**config.mk**
```make
export PLATFORM = sky130hd
export DESIGN_NAME = ex_mem_pipe
export DESIGN_NICKNAME = d
export VERILOG_FILES = /design/src/rtl/ex_mem_pipe_pkg.sv /design/src/rtl/ex_mem_pipe_skid_reg.sv /design/src/rtl/ex_mem_pipe.sv
export SDC_FILE = /design/constraint.sdc
export NUM_CORES = 1
export LEC_CHECK = 0
export ABC_AREA = 0
export CAP_MARGIN = 30
export CORE_MARGIN = 1.5
export CORE_UTILIZATION = 54
export DETAILED_ROUTE_END_ITERATION = 8
export MAX_ROUTING_LAYER = met4
export PLACE_DENSITY_LB_ADDON = 0.25
export SYNTH_ARGS = -nofsm -noshare
export SYNTH_HDL_FRONTEND = slang
export SYNTH_SLANG_ARGS = --single-unit
```
**constraint.sdc**
```tcl
create_clock -name i_clk -period 4 [get_ports i_clk]
set_input_delay 0.8 -clock i_clk [delete_from_list [all_inputs] [get_ports i_clk]]
set_output_delay 0.8 -clock i_clk [all_outputs]
set_load 0.005 [all_outputs]
```
**src/rtl/ex_mem_pipe_pkg.sv**
```systemverilog
// Shared definitions for the EX/MEM pipeline register: default widths, skid-buffer
// state encoding and a payload-width helper.
package ex_mem_pipe_pkg;

    localparam int WIDTH_DEF = 32;
    localparam int RD_W_DEF  = 5;

    localparam logic [1:0] ST_EMPTY = 2'd0;
    localparam logic [1:0] ST_HALF  = 2'd1;
    localparam logic [1:0] ST_FULL  = 2'd2;

    typedef enum logic [1:0] {
        S_EMPTY = ST_EMPTY,
        S_HALF  = ST_HALF,
        S_FULL  = ST_FULL
    } skid_state_e;

    // Bits in one EX/MEM payload: address, store data, branch op, 7 flag/control bits, rd.
    function automatic int payload_bits(input int width, input int rd_w);
        return 2 * width + 2 + 7 + rd_w;
    endfunction

endpackage

```
**src/rtl/ex_mem_pipe_skid_reg.sv**
```systemverilog
// Generic 2-entry valid/ready skid buffer. in_ready is a flop, so out_ready never
// reaches in_ready combinationally. clr drops every held entry and any same-cycle input.
module skid_reg
    import ex_mem_pipe_pkg::*;
#(
    parameter int W = 8
) (
    input  logic         clk,
    input  logic         rst,
    input  logic         clr,
    input  logic         in_valid,
    output logic         in_ready,
    input  logic [W-1:0] in_data,
    output logic         out_valid,
    input  logic         out_ready,
    output logic [W-1:0] out_data,
    output logic [1:0]   occupancy
);

    skid_state_e  state_q, state_d;
    logic [W-1:0] main_q, skid_q;
    logic         ready_q;
    logic         in_fire, out_fire;
    logic         load_main, load_skid, main_from_skid;

    assign in_fire   = in_valid & ready_q;
    assign out_fire  = out_valid & out_ready;
    assign in_ready  = ready_q;
    assign out_valid = (state_q != S_EMPTY);
    assign out_data  = main_q;
    assign occupancy = state_q;

    always_comb begin
        state_d        = state_q;
        load_main      = 1'b0;
        load_skid      = 1'b0;
        main_from_skid = 1'b0;
        case (state_q)
            S_EMPTY: begin
                if (in_fire) begin
                    state_d   = S_HALF;
                    load_main = 1'b1;
                end
            end
            S_HALF: begin
                if (in_fire && out_fire) begin
                    load_main = 1'b1;
                end else if (in_fire) begin
                    state_d   = S_FULL;
                    load_skid = 1'b1;
                end else if (out_fire) begin
                    state_d = S_EMPTY;
                end
            end
            S_FULL: begin
                if (out_fire) begin
                    state_d        = S_HALF;
                    load_main      = 1'b1;
                    main_from_skid = 1'b1;
                end
            end
            default: state_d = S_EMPTY;
        endcase
        // A completing head still leaves through out_fire; everything behind it dies.
        if (clr) begin
            state_d   = S_EMPTY;
            load_main = 1'b0;
            load_skid = 1'b0;
        end
    end

    always_ff @(posedge clk) begin
        if (rst) begin
            state_q <= S_EMPTY;
            ready_q <= 1'b1;
            main_q  <= '0;
            skid_q  <= '0;
        end else begin
            state_q <= state_d;
            ready_q <= (state_d != S_FULL);
            if (load_main) main_q <= main_from_skid ? skid_q : in_data;
            if (load_skid) skid_q <= in_data;
        end
    end

endmodule

```
**src/rtl/ex_mem_pipe.sv**
```systemverilog
// EX->MEM pipeline register: packs the EX payload into a skid buffer, squashes
// wrong-path entries on a MEM-resolved taken branch and gates MEM control bits with o_valid.
module ex_mem_pipe
    import ex_mem_pipe_pkg::*;
#(
    parameter int WIDTH = WIDTH_DEF,
    parameter int RD_W  = RD_W_DEF
) (
    input  logic             i_clk,
    input  logic             i_rst,
    input  logic             i_flush,
    input  logic             i_valid,
    output logic             o_ready,
    input  logic [WIDTH-1:0] i_alu_result,
    input  logic [WIDTH-1:0] i_write_data,
    input  logic [1:0]       i_branch_op,
    input  logic             i_negative,
    input  logic             i_zero,
    input  logic             i_branch,
    input  logic             i_mem_write,
    input  logic             i_mem_read,
    input  logic             i_slt,
    input  logic             i_reg_write,
    input  logic [RD_W-1:0]  i_rd,
    output logic             o_valid,
    input  logic             i_ready,
    output logic [WIDTH-1:0] o_address,
    output logic [WIDTH-1:0] o_write_data,
    output logic [1:0]       o_branch_op,
    output logic             o_negative,
    output logic             o_zero,
    output logic             o_branch,
    output logic             o_mem_write,
    output logic             o_mem_read,
    output logic             o_slt,
    output logic             o_reg_write,
    output logic [RD_W-1:0]  o_rd,
    output logic [1:0]       o_occupancy
);

    typedef struct packed {
        logic [WIDTH-1:0] alu_result;
        logic [WIDTH-1:0] write_data;
        logic [1:0]       branch_op;
        logic             negative;
        logic             zero;
        logic             branch;
        logic             mem_write;
        logic             mem_read;
        logic             slt;
        logic             reg_write;
        logic [RD_W-1:0]  rd;
    } ex_mem_payload_t;

    localparam int PW = payload_bits(WIDTH, RD_W);

    ex_mem_payload_t in_pl, out_pl;
    logic [PW-1:0]   out_bits;

    assign in_pl = '{
        alu_result: i_alu_result,
        write_data: i_write_data,
        branch_op:  i_branch_op,
        negative:   i_negative,
        zero:       i_zero,
        branch:     i_branch,
        mem_write:  i_mem_write,
        mem_read:   i_mem_read,
        slt:        i_slt,
        reg_write:  i_reg_write,
        rd:         i_rd
    };

    skid_reg #(.W(PW)) u_skid (
        .clk       (i_clk),
        .rst       (i_rst),
        .clr       (i_flush),
        .in_valid  (i_valid),
        .in_ready  (o_ready),
        .in_data   (in_pl),
        .out_valid (o_valid),
        .out_ready (i_ready),
        .out_data  (out_bits),
        .occupancy (o_occupancy)
    );

    assign out_pl = out_bits;

    assign o_address    = out_pl.alu_result;
    assign o_write_data = out_pl.write_data;
    assign o_branch_op  = out_pl.branch_op;
    assign o_negative   = out_pl.negative;
    assign o_zero       = out_pl.zero;
    assign o_slt        = out_pl.slt;
    assign o_rd         = out_pl.rd;

    // Side-effecting controls must never leak from a stale, invalid slot.
    assign o_branch    = o_valid & out_pl.branch;
    assign o_mem_write = o_valid & out_pl.mem_write;
    assign o_mem_read  = o_valid & out_pl.mem_read;
    assign o_reg_write = o_valid & out_pl.reg_write;

endmodule

```
==> impl_summary.log, run 1 <==
INFO  metric run_status = completed
INFO  metric p_per_area = 437.9 nW/um^2
INFO  metric area_growth_syn_to_layout = 23.85%
INFO  metric worstPathRequired = 4250 ps
INFO  metric startpoint = i_ready
INFO  metric clock_insertion_delay_worst_skew = 420 ps
INFO  metric clock-root-buffer = clkbuf_16
INFO  metric drc = 0
INFO  metric timing.hold.worst.start = u_skid.skid_q[74]
INFO  metric yosysSeqAreaShare = 46.29%
INFO  metric synth.ff_latch_count = 159
INFO  metric cts_repair_resize_count = 0
INFO  metric rsz0062_at_grt = false
INFO  metric synth_top_cells_by_area = dfxtp_1, nand2_1, a311oi_1, buf_4, a21oi_1
INFO  metric ys_warn_count = 0
INFO  metric num_io_pins = 165
INFO  metric slew_headroom = 35.34%
INFO  metric ys_async_sr_fraction = 0%
INFO  metric layout-drive-gt1-share = 5.561%
INFO  metric dr_total_vias = 5751
INFO  metric synthesis.nets = 953
INFO  metric drt_iter0_markers = 494
INFO  metric finalCriticalPeriod = 2735 ps
INFO  metric netlist_instances = 870
INFO  metric gr-usage-all-layers = 24.20%
INFO  metric floorplan.rows = 41
INFO  metric timing.setup.critical_path_class = in -> reg
INFO  metric pre_cts_slack = 817.5 ps
INFO  metric finalCoreUtilization = 68.04%
INFO  metric tritoncts = built
INFO  metric syn_avg_cell_area = 7.904 um^2
INFO  metric cts_made_buffers = 17
INFO  metric cts_hold_buf = 0
INFO  metric finalSetupTns = 0 ps
INFO  metric setup_slack = 1265 ps
INFO  metric place.gp.congestion = 0.7832
INFO  metric avgRoutedWirePerCell = 13.87 um
INFO  metric io_buffers = 164
INFO  metric number_of_enable_type_register_cells_in_the_synthesized_netlist = 0
INFO  metric synth_cell_types = 23
INFO  metric floorplan.die.width = 115.8 um
INFO  metric hold_path_class = reg -> reg
INFO  metric globalRouteOverflowTotal = 0
INFO  metric maxClockFrequency = 0.3657 GHz
INFO  metric cts_max_path_buffers = 2
INFO  metric post_synth_most_frequent_cells = nand2_1, dfxtp_1, nor2_1
INFO  metric arrival = 2990 ps
INFO  metric fin_skew = 7.857 ps
INFO  metric yosys_top_cell_area_share = 46.29%
INFO  metric cts.sinks = 159
INFO  metric clk_pin_slew = 60 ps
INFO  metric cp-start-kind = primary input
INFO  metric cts.htree.levels = 4
INFO  metric crit-reg2reg-launch = u_skid.occupancy[0]
INFO  metric totalPowerFinal = 0.003730 W
INFO  metric synth_area = 6877 um^2
INFO  metric end_kind = flip-flop
INFO  metric drt_wl_total = 15350 um
INFO  metric p_leak = 3.008 nW
INFO  metric post_dr_vias_cell = 5.195
INFO  metric die_area = 13420 um^2
INFO  metric final_hold_violation_count = 0
INFO  metric ys.flop_type = dfxtp_1
INFO  metric first_global_vias = 5255
INFO  metric antenna_found_initial = 0
INFO  metric start_util = 54.94%
INFO  metric cp_max_fo = 32
INFO  metric grt_first_pass_wirelength = 25070 um
INFO  metric detailedPlacementHpwl = 9375 um
INFO  metric cts_setup_buffers = 0
INFO  metric core = 12520 um^2
INFO  metric slew_at_the_pin_closest_to_its_max_slew_limit = 969.9 ps
INFO  metric synthMostInstantiatedCell = nand2_1
INFO  metric detailedRoute.firstPassIterationCount = 4
INFO  metric final-setup-viol-count = 0
INFO  metric grt_max_degree = 107
INFO  metric drt.antenna.violating_nets = 0
INFO  metric die_height = 115.8 um
INFO  metric synth_top_area_cell = dfxtp_1
INFO  metric slew_violations = 0
INFO  metric antenna_cells_inserted = 0
INFO  metric peakVddDrop = 0.2343 mV
INFO  metric period_share = 68.37%
INFO  metric final_nets = 1006
INFO  metric whs = 453.1 ps
INFO  metric max_cap_violations = 0
==> worst paths after layout <==
kind / cells after the start / endpoint / slack [ps]
setup / recovery: 6 / u_skid.skid_q[24] / 1270
hold / removal: 2 / u_skid.skid_q[74] / 450
setup reg to reg: 5 / u_skid.skid_q[24] / 1730
hold reg to reg: 2 / u_skid.skid_q[74] / 450
==> cell type report <==
cell class | instances | area, um^2
Tap cell | 172 | 215.2
Clock inverter | 6 | 107.6
Inverter | 1 | 3.754
Timing Repair Buffer | 175 | 1734
Sequential cell | 159 | 3183
Fill cell | 1082 | 4000
Multi-Input combinational cell | 569 | 2798
Clock buffer | 25 | 475.5
==> report_power, final <==
group | internal (W) | switching [W] | leakage, nW
clock | 0.00101 | 0.000594 | 0.281
combinational | 0.000245 | 0.000183 | 1.43
sequential | 0.00166 | 0.0000404 | 1.30
total | 0.00291 | 0.000818 | 3.01
==> logic make-up after synthesis <==
group | Yosys count | synth area share (%)
DFF | 159 | 46.29
AOI/OAI and AO/OA | 160 | 17.01
and+or+nand+nor | 408 | 23.31
buffers and inverters | 142 | 13.25
muxes | 1 | 0.1456
==> critical path, stage by stage <==
cell and delay, ps:
clkdlybuf4s50_1 520, nand2b_1 260, or4_2 850, buf_4 370
nand2_1 120, a21oi_1 70
==> metrics by stage <==
stage | cells | area (um^2)
after floorplan | 870 | 6877
after global placement | 1076 | 7934
after detailed placement | 1076 | 7934
after CTS | 1107 | 8517
after global routing | 1107 | 8517
final | 1107 | 8517
==> cell usage in the layout (no fill, tap or decap), types with 2 or more instances in the layout <==
master / instances
bufinv_16: 3
a21oi_1: 79
dfxtp_1: 159
nor2b_1: 4
clkbuf_16: 17
clkbuf_8: 2
nor2_1: 81
clkbuf_1: 6
buf_4: 11
nand2_1: 314
clkinv_2: 2
a311oi_1: 69
a311oi_2: 10
clkdlybuf4s50_1: 163
==> registers in the layout, summed over array words and instances (netlist names) <==
name	count
u_skid.skid_q	78
u_skid.in_ready	1
u_skid.out_data	78
u_skid.occupancy	2
==> layer usage <==
metal	global-route usage, %	part of all wire, %	vias to the layer above
li1	-	-	2935
met1	30.25	44	2643
met2	38.24	49	154
met3	5.282	5.4	19
met4	9.512	1.6	0
met5	-	0	-
No activity file was read; power rests on OpenSTA's default activity.
==> run 2, diff against run 1 <==
--- a/config.mk
+++ b/config.mk
@@ -8,7 +8,7 @@
 export ABC_AREA = 0
 export CAP_MARGIN = 30
 export CORE_MARGIN = 1.5
-export CORE_UTILIZATION = 54
+export CORE_UTILIZATION = 45
 export DETAILED_ROUTE_END_ITERATION = 8
 export MAX_ROUTING_LAYER = met4
 export PLACE_DENSITY_LB_ADDON = 0.25
==> constraint.sdc (replaced) <==
create_clock -name i_clk -period 2.37 [get_ports i_clk]
set_input_delay 0.474 -clock i_clk [delete_from_list [all_inputs] [get_ports i_clk]]
set_output_delay 0.474 -clock i_clk [all_outputs]
set_load 0.005 [all_outputs]
==> impl_summary.log, run 2 (synthesis gave the netlist of run 1 again) <==
INFO  metric slew_at_the_pin_closest_to_its_max_slew_limit = 648.3 ps (was 969.9 ps)
INFO  metric start_util = 46.78% (was 54.94%)
INFO  metric antenna_cells_inserted = 0 (unchanged)
INFO  metric run_status = completed (unchanged)
INFO  metric switching_power = 0.001410 W (was 0.0008179 W)
INFO  metric cts_hold_buf = 0 (unchanged)
INFO  metric drt.antenna.violating_nets = 0 (unchanged)
INFO  metric globalRouteOverflowTotal = 0 (unchanged)
INFO  metric die_height = 126.6 um (was 115.8 um)
INFO  metric floorplan.rows = 44 (was 41)
INFO  metric end_kind = output pin (was flip-flop)
INFO  metric area_growth_syn_to_layout = 28.75% (was 23.85%)
INFO  metric layout-drive-gt1-share = 7.309% (was 5.561%)
INFO  metric p_leak = 3.160 nW (was 3.008 nW)
INFO  metric finalCriticalPeriod = 2173 ps
INFO  metric die_area = 16030 um^2 (was 13420 um^2)
INFO  metric io_buffers = 164 (unchanged)
INFO  metric drc = 0 (unchanged)
INFO  metric tritoncts = built (unchanged)
INFO  metric clkPwrFrac = 45.3% (was 43.0%)
INFO  metric cp_max_fo = 11 (was 32)
INFO  metric slew_violations = 0 (unchanged)
INFO  metric most_frequent_standard_cell_in_the_layout_excluding_fill_and_tap_cells = nand2_1 (unchanged)
INFO  metric rsz0062_at_grt = false (unchanged)
INFO  metric comb_power_share = 11.5% (about the same)
INFO  metric crit-reg2reg-launch = u_skid.occupancy[0] (unchanged)
INFO  metric fin_skew = 7.251 ps (was 7.857 ps)
INFO  metric maxClockFrequency = 0.4601 GHz
INFO  metric slew_headroom = 56.78% (was 35.34%)
INFO  metric most-common-layout-cells = nand2_1, clkdlybuf4s50_1, dfxtp_1 (unchanged)
INFO  metric cts_made_buffers = 17 (unchanged)
INFO  metric avgRoutedWirePerCell = 14.07 um (was 13.87 um)
INFO  metric antenna_found_initial = 0 (unchanged)
INFO  metric pwr-share-seq = 43.2% (was 45.5%)
INFO  metric reg2reg_slack = 580 ps (was 1730 ps)
INFO  metric grt_max_degree = 80 (was 107)
INFO  metric drt_wl_total = 15870 um (was 15350 um)
INFO  metric placedInstanceArea = 8202 um^2 (was 7934 um^2)
INFO  metric clk_pin_slew = 60 ps (about the same)
INFO  metric floorplan.die.width = 126.6 um (was 115.8 um)
INFO  metric final_nets = 1018 (was 1006)
INFO  metric worstPathRequired = 1900 ps (was 4250 ps)
INFO  metric core = 14700 um^2 (was 12520 um^2)
INFO  metric whs_endpoint = u_skid.skid_q[3] (was u_skid.skid_q[74])
INFO  metric power_report.internal_total = 0.005228 W (was 0.002912 W)
INFO  metric detailedRoute.firstPassIterationCount = 5 (was 4)
INFO  metric cts.htree.levels = 4 (unchanged)
INFO  metric final_hold_violation_count = 0 (unchanged)
INFO  metric peakVddDrop = 0.4672 mV (was 0.2343 mV)
INFO  metric finish.instance_area = 8853 um^2 (was 8517 um^2)
INFO  metric worst_r2r_endpoint = u_skid.skid_q[0] (was u_skid.skid_q[24])
INFO  metric cp-start-kind = flip-flop (was primary input)
INFO  metric reg2regPathDepth = 5 (unchanged)
INFO  metric hold_path_class = reg -> reg (unchanged)
INFO  metric timing.hold.worst.start = u_skid.skid_q[3] (was u_skid.skid_q[74])
INFO  metric whs_path_depth = 2 (unchanged)
INFO  metric fill_cells = 1343 (was 1082)
INFO  metric drt_iter0_markers = 427 (was 494)
INFO  metric period_share = 91.70%
INFO  metric num_io_pins = 165 (unchanged)
INFO  metric switching_share_of_total_power = 21.24% (was 21.93%)
INFO  metric finalSetupTns = 0 ps (unchanged)
INFO  metric first_global_vias = 5158 (was 5255)
INFO  metric gr-usage-all-layers = 20.81% (was 24.20%)
INFO  metric clock-root-buffer = clkbuf_16 (unchanged)
INFO  metric dpl.cell_count = 1100 (was 1076)
INFO  metric dr_total_vias = 5744 (was 5751)
INFO  metric cts_setup_buffers = 0 (unchanged)
INFO  metric cts.sinks = 159 (unchanged)
INFO  metric clock_insertion_delay_worst_skew = 420 ps (about the same)
INFO  metric finalCoreUtilization = 60.23% (was 68.04%)
INFO  metric final-setup-viol-count = 0 (unchanged)
INFO  metric post_dr_vias_cell = 5.092 (was 5.195)
INFO  metric final_cell_count_no_fill = 1128 (was 1107)
INFO  metric detailedPlacementHpwl = 9731 um (was 9375 um)
INFO  metric arrival = 1700 ps (was 2990 ps)
INFO  metric grt_first_pass_wirelength = 25900 um (was 25070 um)
INFO  metric timing.setup.critical_path_class = reg -> out (was in -> reg)
INFO  metric place.gp.congestion = 0.8241 (was 0.7832)
INFO  metric p_per_area = 749.8 nW/um^2 (was 437.9 nW/um^2)
INFO  metric max_cap_violations = 0 (unchanged)
INFO  metric cts_max_path_buffers = 2 (unchanged)
-- run 2: changes by cell type in the layout (fill, tap and decap cells not counted), sizes merged --
cell,before,now
buf,12,24
clkbuf,25,22
bufinv,3,5
clkinv,2,1
clkinvlp,1,0
-- run 2: worst max-delay path, cell delays in order, from the launching register on --
cell	delay (ps)
dfxtp_2	460
nor2_1	150
nor2b_1	140
clkdlybuf4s50_1	530
-- run 2: worst max-delay path by stage --
| stage | cells past startpoint | end | slack (ps) | start |
|---|---|---|---|---|
| 6_report | 3 | o_mem_write | 200 | u_skid.occupancy[1] |
| 5_1_grt | 3 | o_mem_read | 100 | u_skid.occupancy[1] |
| 4_1_cts | 3 | o_reg_write | 70 | u_skid.occupancy[0] |
| 3_5_place_dp | 6 | u_skid.skid_q[1] | 50 | i_ready |
| 3_3_place_gp | 6 | u_skid.skid_q[71] | 90 | i_ready |
| 2_1_floorplan | 7 | u_skid.skid_q[31] | 690 | i_ready |
-- run 2: through the flow --
stage	setup WS [ps]	total power (W)	hold slack (ps)
3_3_place_gp	91.22	0.003682	441.7
4_1_cts	73.15	0.006698	454.6
6_report	196.6	0.006638	452.7
5_1_grt	98.92	0.006896	465.8
3_5_place_dp	52.94	0.003690	446.5
2_1_floorplan	689.8	0.003363	436.6
-- run 2: routing by layer --
layer	global-route usage [%]	part of all wire [%]	vias up
met5	-	0	-
met4	7.099	1.2	0
met3	5.356	6.4	16
met2	31.63	46	147
met1	27.00	47	2626
li1	-	-	2955
-- run 2: what timing repair did --
item,CTS,global route
endpoints found under the setup margin,3,1
gates cloned,0,0
gates resized for setup,1,1
-- run 2: layout make-up --
cell class,count,area [um^2],area share [%]
Clock buffer,22,494.2,5.582
Clock inverter,6,155.1,1.752
Inverter,1,3.754,0.04240
Multi-Input combinational cell,569,2798,31.60
Sequential cell,159,3186,35.98
Tap cell,184,230.2,2.600
Timing Repair Buffer,187,1987,22.44
-- run 2: power groups by stage --
stage	Sequential, W	Combinational [W]	Clock (W)
global route	0.00288	0.000831	0.00319
floorplan	0.00290	0.000462	0
CTS	0.00287	0.000771	0.00306
finish	0.00287	0.000763	0.00301
detailed placement	0.00292	0.000767	0
global placement	0.00292	0.000761	0
==> run 3, diff against run 2 <==
--- a/config.mk
+++ b/config.mk
@@ -12,6 +12,7 @@
 export DETAILED_ROUTE_END_ITERATION = 8
 export MAX_ROUTING_LAYER = met4
 export PLACE_DENSITY_LB_ADDON = 0.25
+export SKIP_CTS_REPAIR_TIMING = 1
 export SYNTH_ARGS = -nofsm -noshare
 export SYNTH_HDL_FRONTEND = slang
 export SYNTH_SLANG_ARGS = --single-unit
==> results of run 3 <==
Same layout as run 2: the final DEF is identical, and so are final timing and power.
